$ cat src/rtl/pipe_ctrl.sv
// pipe_ctrl: central pipeline controller for the five-stage core.
// Merges ID/EX/MEM stall requests into the per-stage stall vector, turns
// exceptions, ERET and MEM-bus timeouts into a flush plus redirect PC,
// suppresses re-triggering for FLUSH_HOLD cycles after each flush, and
// keeps a saturating count of stalled cycles.
//
// state | meaning
// ------+------------------------------------------------------------
// RUN   | normal operation; stalls and flushes are generated
// HOLD  | post-flush quiet window; all requests and exceptions ignored
module pipe_ctrl #(
   parameter logic [31:0] EXC_VECTOR = 32'h0000_0020,
   parameter logic [15:0] TIMEOUT    = 16'd1024,
   parameter logic [3:0]  FLUSH_HOLD = 4'd1
) (
   input  logic        clk,
   input  logic        rst,
   input  logic        stallreq_from_id,
   input  logic        stallreq_from_ex,
   input  logic        stallreq_from_mem,
   input  logic [31:0] excepttype_i,
   input  logic [31:0] cp0_epc_i,
   input  logic        cnt_clr_i,
   output logic [5:0]  stall,
   output logic        flush,
   output logic [31:0] new_pc,
   output logic        timeout_o,
   output logic        timeout_flag_o,
   output logic [31:0] stall_cnt_o
);

   typedef enum logic {RUN = 1'b0, HOLD = 1'b1} state_t;

   localparam logic [31:0] ERET_CODE = 32'h0000_000e;
   localparam logic [15:0] WDT_LAST  = TIMEOUT - 16'd1;

   state_t      r_state;
   logic [3:0]  r_hold_cnt;
   logic [15:0] r_wdt_cnt;

   // Flush/redirect/stall decode; everything is forced quiet while reset is held.
   always_comb begin
      stall     = 6'b000000;
      flush     = 1'b0;
      new_pc    = 32'h0000_0000;
      timeout_o = 1'b0;
      if (!rst && r_state == RUN) begin
         if (excepttype_i != 32'h0000_0000) begin
            flush  = 1'b1;
            new_pc = (excepttype_i == ERET_CODE) ? cp0_epc_i : EXC_VECTOR;
         end else if (TIMEOUT != 16'd0 && stallreq_from_mem && r_wdt_cnt == WDT_LAST) begin
            flush     = 1'b1;
            timeout_o = 1'b1;
            new_pc    = EXC_VECTOR;
         end else if (stallreq_from_mem) begin
            stall = 6'b011111;
         end else if (stallreq_from_ex) begin
            stall = 6'b001111;
         end else if (stallreq_from_id) begin
            stall = 6'b000111;
         end
      end
   end

   // RUN/HOLD sequencing with the post-flush hold down-counter.
   always_ff @(posedge clk or posedge rst) begin
      if (rst) begin
         r_state    <= RUN;
         r_hold_cnt <= 4'd0;
      end else begin
         case (r_state)
            RUN: begin
               if (flush && FLUSH_HOLD != 4'd0) begin
                  r_state    <= HOLD;
                  r_hold_cnt <= FLUSH_HOLD - 4'd1;
               end
            end
            HOLD: begin
               if (r_hold_cnt == 4'd0) begin
                  r_state <= RUN;
               end else begin
                  r_hold_cnt <= r_hold_cnt - 4'd1;
               end
            end
            default: begin
               r_state    <= RUN;
               r_hold_cnt <= 4'd0;
            end
         endcase
      end
   end

   // MEM-stall watchdog; saturates rather than wrapping when disabled.
   always_ff @(posedge clk or posedge rst) begin
      if (rst) begin
         r_wdt_cnt <= 16'd0;
      end else if (r_state == HOLD || flush || !stallreq_from_mem) begin
         r_wdt_cnt <= 16'd0;
      end else if (r_wdt_cnt != 16'hFFFF) begin
         r_wdt_cnt <= r_wdt_cnt + 16'd1;
      end
   end

   // Sticky timeout flag, cleared only by reset.
   always_ff @(posedge clk or posedge rst) begin
      if (rst) begin
         timeout_flag_o <= 1'b0;
      end else if (timeout_o) begin
         timeout_flag_o <= 1'b1;
      end
   end

   // Saturating stall-cycle counter; clear wins over increment.
   always_ff @(posedge clk or posedge rst) begin
      if (rst) begin
         stall_cnt_o <= 32'h0000_0000;
      end else if (cnt_clr_i) begin
         stall_cnt_o <= 32'h0000_0000;
      end else if (stall[0] && stall_cnt_o != 32'hFFFF_FFFF) begin
         stall_cnt_o <= stall_cnt_o + 32'd1;
      end
   end

endmodule
$ cat config.mk
export PLATFORM = sky130hd
export DESIGN_NAME = pipe_ctrl
export DESIGN_NICKNAME = d
export VERILOG_FILES = /design/src/rtl/pipe_ctrl.sv
export SDC_FILE = /design/constraint.sdc
export NUM_CORES = 1
export LEC_CHECK = 0
export BUFFER_PORTS_ARGS = -buffer_cell sky130_fd_sc_hd__buf_4
export CAP_MARGIN = 20
export CORE_UTILIZATION = 48
export CTS_BUF_LIST = sky130_fd_sc_hd__clkbuf_16
export DETAILED_ROUTE_END_ITERATION = 7
export PLACE_DENSITY = 0.81
export SYNTH_ARGS = -nofsm -noshare
export SYNTH_HDL_FRONTEND = slang
export SYNTH_SLANG_ARGS = --single-unit
$ cat constraint.sdc
create_clock -name clk -period 2.7 [get_ports clk]
set_clock_uncertainty 0.2 [all_clocks]
set_input_delay 0.27 -clock clk [delete_from_list [all_inputs] [get_ports clk]]
set_output_delay 0.27 -clock clk [all_outputs]
set_load 0.05 [all_outputs]
; Word-level counts from Yosys, hierarchy flattened
; Index checks and enable logic that the tools add are counted.
[totals]
regBits = 54
[classes]
bitwise = 1
reduce_logical = 12
n_eq_ne = 6
add_sub_neg = 3
n_mux = 25
[op_table]
columns = cell, n
row1 = 32-bit two-way mux, 5
row2 = "32-bit by 1-bit adder with 32-bit output, second input constant", 1
row3 = "32-bit by 4-bit equality test with 1-bit output, second input constant", 1
row4 = 16-bit two-way mux, 2
row5 = "32-bit != test, second input constant", 1
row6 = 32-bit nonzero test, 1
row7 = "16-bit by 1-bit adder with 16-bit output, second input constant", 1
row8 = "16-bit by 10-bit equality test with 1-bit output, second input constant", 1
row9 = "16-bit != test, second input constant", 1
row10 = 5-bit two-way mux, 3
row11 = 4-bit two-way mux, 3
row12 = 6-bit two-way mux, 2
row13 = 4-bit case mux with 2 select lines, 1
row14 = 1-bit two-way mux, 7
row15 = 4-bit logical NOT, 1
row16 = "2-bit != test, second input constant", 2
row17 = 2-bit nonzero test, 2
row18 = "4-bit by 1-bit subtractor with 4-bit output, second input constant", 1
row19 = 1-bit logical AND, 3
row20 = 3-bit two-way mux, 1
row21 = 1-bit logical NOT, 2
row22 = 1-bit logical OR, 2
row23 = 1-bit case mux with 2 select lines, 1
row24 = 2-bit AND reduction, 1
row25 = 1-bit inverter, 1

; Depth between registers and ports, before layout
[logic_depth]
word_depth = 9
depth_mapped = 9

; Least setup slack after synthesis
; OpenSTA, ideal clock, no wires.
[synth_path]
kind = register to output
startpoint = register r_wdt_cnt[13]
endpoint = output port new_pc[5]
setup_slack_ps = -312
stages_incl_launch_ff = 6
arrival_time_ps = 2542
path_cell_list = dfrtp_1 -> or4_4 -> nor3_4 -> nand4_4 -> a311oi_4 -> o21a_1
[synth_between]
elab_chain_cells = 5
[synth_rtl]
columns = element, line_no
row1 = start: declaration, 39  ; logic [15:0] r_wdt_cnt;
row2 = start signal: assignment, 100  ; r_wdt_cnt <= r_wdt_cnt + 16'd1;
row3 = 16-bit by 10-bit equality test with 1-bit output, 51  ; end else if (TIMEOUT != 16'd0 && stallreq_from_mem && r_wdt_cnt == WDT_LAST) begin
row4 = 1-bit logical AND, 51
row5 = 6-bit two-way mux, 51
row6 = 32-bit two-way mux, 48  ; if (excepttype_i != 32'h0000_0000) begin
row7 = 32-bit two-way mux, 47  ; if (!rst && r_state == RUN) begin
row8 = end: declaration, 26  ; output logic [31:0] new_pc,
; No other way between the ends.

; Worst setup path after layout
[layout_path]
startpoint = register r_wdt_cnt[10]
endpoint = output port timeout_o
[layout_between]
elab_chain_cells = 5
[layout_rtl]
columns = element, line_no
row1 = 16-bit by 10-bit equality test with 1-bit output, 51
row2 = 1-bit logical AND, 51
row3 = 1-bit two-way mux, 51
row4 = 1-bit two-way mux, 48
row5 = 1-bit two-way mux, 47
row6 = end: declaration, 27  ; output logic timeout_o,
; No other way between the ends.

==> results.md <==
* Total power at 1930 µW
* Failing checks: design-rule violations
* Grt ovf at 0
* Hpwl dp at 7580 µm
* IO Count at 143
* Yosys top cell area share at 41.2%
* Initial antenna violation count at 0
* Clk sink count at 54
* Remaining DRCs at 6
* Final hold violations at 0
* Total CTS buffers at 5
* # setup viols final at 0
* PortBufs at 141
* Worst-path fanout max at 5
* Yosys cell types at 50
* Top_reg_cell synth: dfrtp_1
* Critical R2R Launch: stall_cnt_o[0]
* Synthesized area per cell at 8.69 µm²
* H-Tree Depth at 2
* Largest net degree at the start of global routing at 33
* Fmax at 0.382 GHz
* Post-layout net count at just over 600
* Post-synth EDFFs at 0
* Die Y-Extent at between 80 and 90 µm
* Worst hold path type: in2reg
* Critical Path Source: r_wdt_cnt[10]
* Post-synthesis sequential area ratio at 41.2%
* CTS root buf: clkbuf_16
* Clock buffer depth at 2
* Seq cells post-synth at 54
* Layout area overhead at 44.2%
* Pwr dens at 408 mW/mm²
* Max-cap violations at 0
* Pre-Repair DR Iteration Count at 7
* Final period utilization at 96.9%
* Post-route core utilization at 73.3%
* Clock latency on the worst-skew pair at ~0.29 ns
* WP data arrival at 2.15 ns
* Synth top area cells: dfrtp_1, and2_1, a21oi_1, or3_1, nor2_1
* Share of cells above drive strength 1 at 36.5%
* Worst-path clk slew at 0.07 ns
* CTS tree: yes
* Routed WL at 10000 µm
* N_diodes at 0
* Vias in the first global route at roughly 3300
* Crit path launch type: register
* Yosys warns at 0
* CP endpoint kind: output pin
* Wirelength per Cell at between 15 and 20 µm
* Vias per inst at ~5.7
* Initial Util at 50.8%
* Worst slew pin tran at 0.570 ns
* Slew HR at 62.0%
* Core Region at ~0.0065 mm²
* Worst vdd ir at around 0.00035 V
* CP Class: reg2out
* GPL Wtd Cong at 0.886
* DIE AREA at slightly above 0.007 mm²
* Outcome: finished, violations left
* Die span in x at about 85 µm
* Rows at 29
* DRT antenna net count at 0
* Syn Inst Count at 378
* Leading area contributor after synthesis: dfrtp_1
* Async SR Flop Fraction at 100%
* Slew Viols, Final at 0
* Leak at ~0.0021 µW
* Hold path start: cnt_clr_i
* All-Layer GR Usage at 28.2%
* Detailed Route Iter0 Violations at approximately 190
* Via Count at 3461
* Syn Nets at 451
* Mapped cell area at around 0.0033 mm²
* Worst path required time at about 2.2 ns
* First-pass GRT wire length at roughly 16000 µm
* Min Tclk post-route at 2.62 ns
[critical path, cell delays in order (launching register included)]
cell and delay (ns):
dfrtp_1 0.41, or4_4 0.54, nor3_4 0.18, buf_4 0.16
nand4_1 0.17, nor2_1 0.18, buf_4 0.21
[metal layers]
layer | GRT usage, % | wire, µm | up-vias
met1 | 40.0 | 4360 | 1639
met5 | 0 | 0 | -
li1 | - | - | 1672
met2 | 44.9 | 4910 | 136
met4 | 7.86 | 135 | 0
met3 | 4.82 | 592 | 14
[final cells by class]
| type | instances | area, µm² |
|---|---|---|
| multi-input combinational | 298 | 1850 |
| fill | 511 | 1720 |
| sequential | 54 | 1350 |
| timing repair buffer | 161 | 1240 |
| clock buffer | 5 | 125 |
| tap | 77 | 96.3 |
| inverter | 11 | 41.3 |
| clock inverter | 3 | 26.3 |
[synthesized netlist by cell type, types with 9 or more instances]
cell,n
or3_1,22
inv_1,11
dfrtp_1,54
a21oi_1,31
o21ai_0,24
nand2_1,23
xnor2_1,9
nand3_1,25
nor4_1,9
and2_1,32
nand4_1,15
nor3_1,9
nor2_1,35
[metrics by stage]
stage	setup TNS [ns]	hold slack, ns	setup WS [ns]	cells	instance area (µm²)
4_1_cts	-0.00357	0.166	-0.00357	608	4690
5_1_grt	-0.0179	0.188	-0.0179	609	4740
6_report	0	0.160	0.0847	609	4740
3_5_place_dp	0	0.189	0.104	595	4490
2_1_floorplan	-0.948	0.133	-0.178	378	3300
3_3_place_gp	0	0.190	0.204	595	4490
[layout by cell type (no fill, tap or decap), types with 4 or more instances in the layout]
master,Yosys,final
buf_4,4,156
dfrtp_1,54,52
nor2_1,35,34
and2_1,32,32
a21oi_1,31,31
nand3_1,25,24
o21ai_0,24,24
nand2_1,23,23
or3_1,22,22
nand4_1,15,15
inv_1,11,10
nor4_1,9,9
xnor2_1,9,9
nor3_1,9,8
and3_1,8,8
o31ai_1,6,6
or4_1,6,5
clkbuf_16,0,5
xor2_1,4,4
[registers in the layout, summed over array words and instances (netlist names)]
| register | count |
|---|---|
| stall_cnt_o | 32 |
| r_wdt_cnt | 16 |
| r_hold_cnt | 4 |
| r_state | 1 |
| timeout_flag_o | 1 |
[repair_timing]
item                                    CTS  global route
setup buffers                             4             1
pin swaps                                 3             3
endpoints found under the setup margin    2            11
gates cloned                              0             0
hold buffers                              1             0
resized for setup                         2             6
hold endpoints to repair                 23             0
[worst paths after layout]
kind | slack, ns | endpoint | cells past startpoint
max in group asynchronous | 1.32 | stall_cnt_o[19] | 4
hold / removal | 0.16 | stall_cnt_o[1] | 2
setup reg to reg | 0.14 | stall_cnt_o[28] | 7
min in group asynchronous | 0.43 | timeout_flag_o | 3
hold reg to reg | 0.29 | timeout_flag_o | 1
setup / recovery | 0.08 | timeout_o | 6
[power breakdown]
part | total [µW] | internal, µW | switching, µW
registers | 882 | 850 | 32.2
clock network | 650 | 349 | 301
logic | 401 | 188 | 213
[kinds of logic (layout without fill, tap and decap cells)]
logic type	count (synthesis)	count (layout)	share of synthesized area (%)
mux	2	2	0.610
buf+inv	26	180	4.19
other cells	1	1	0.114
compound gates	72	72	13.1
flops	54	54	41.2
xor+xnor	13	13	3.47
fa+ha+maj	3	3	1.14
simple gates	207	207	36.2
No activity file was read; power rests on OpenSTA's default activity.
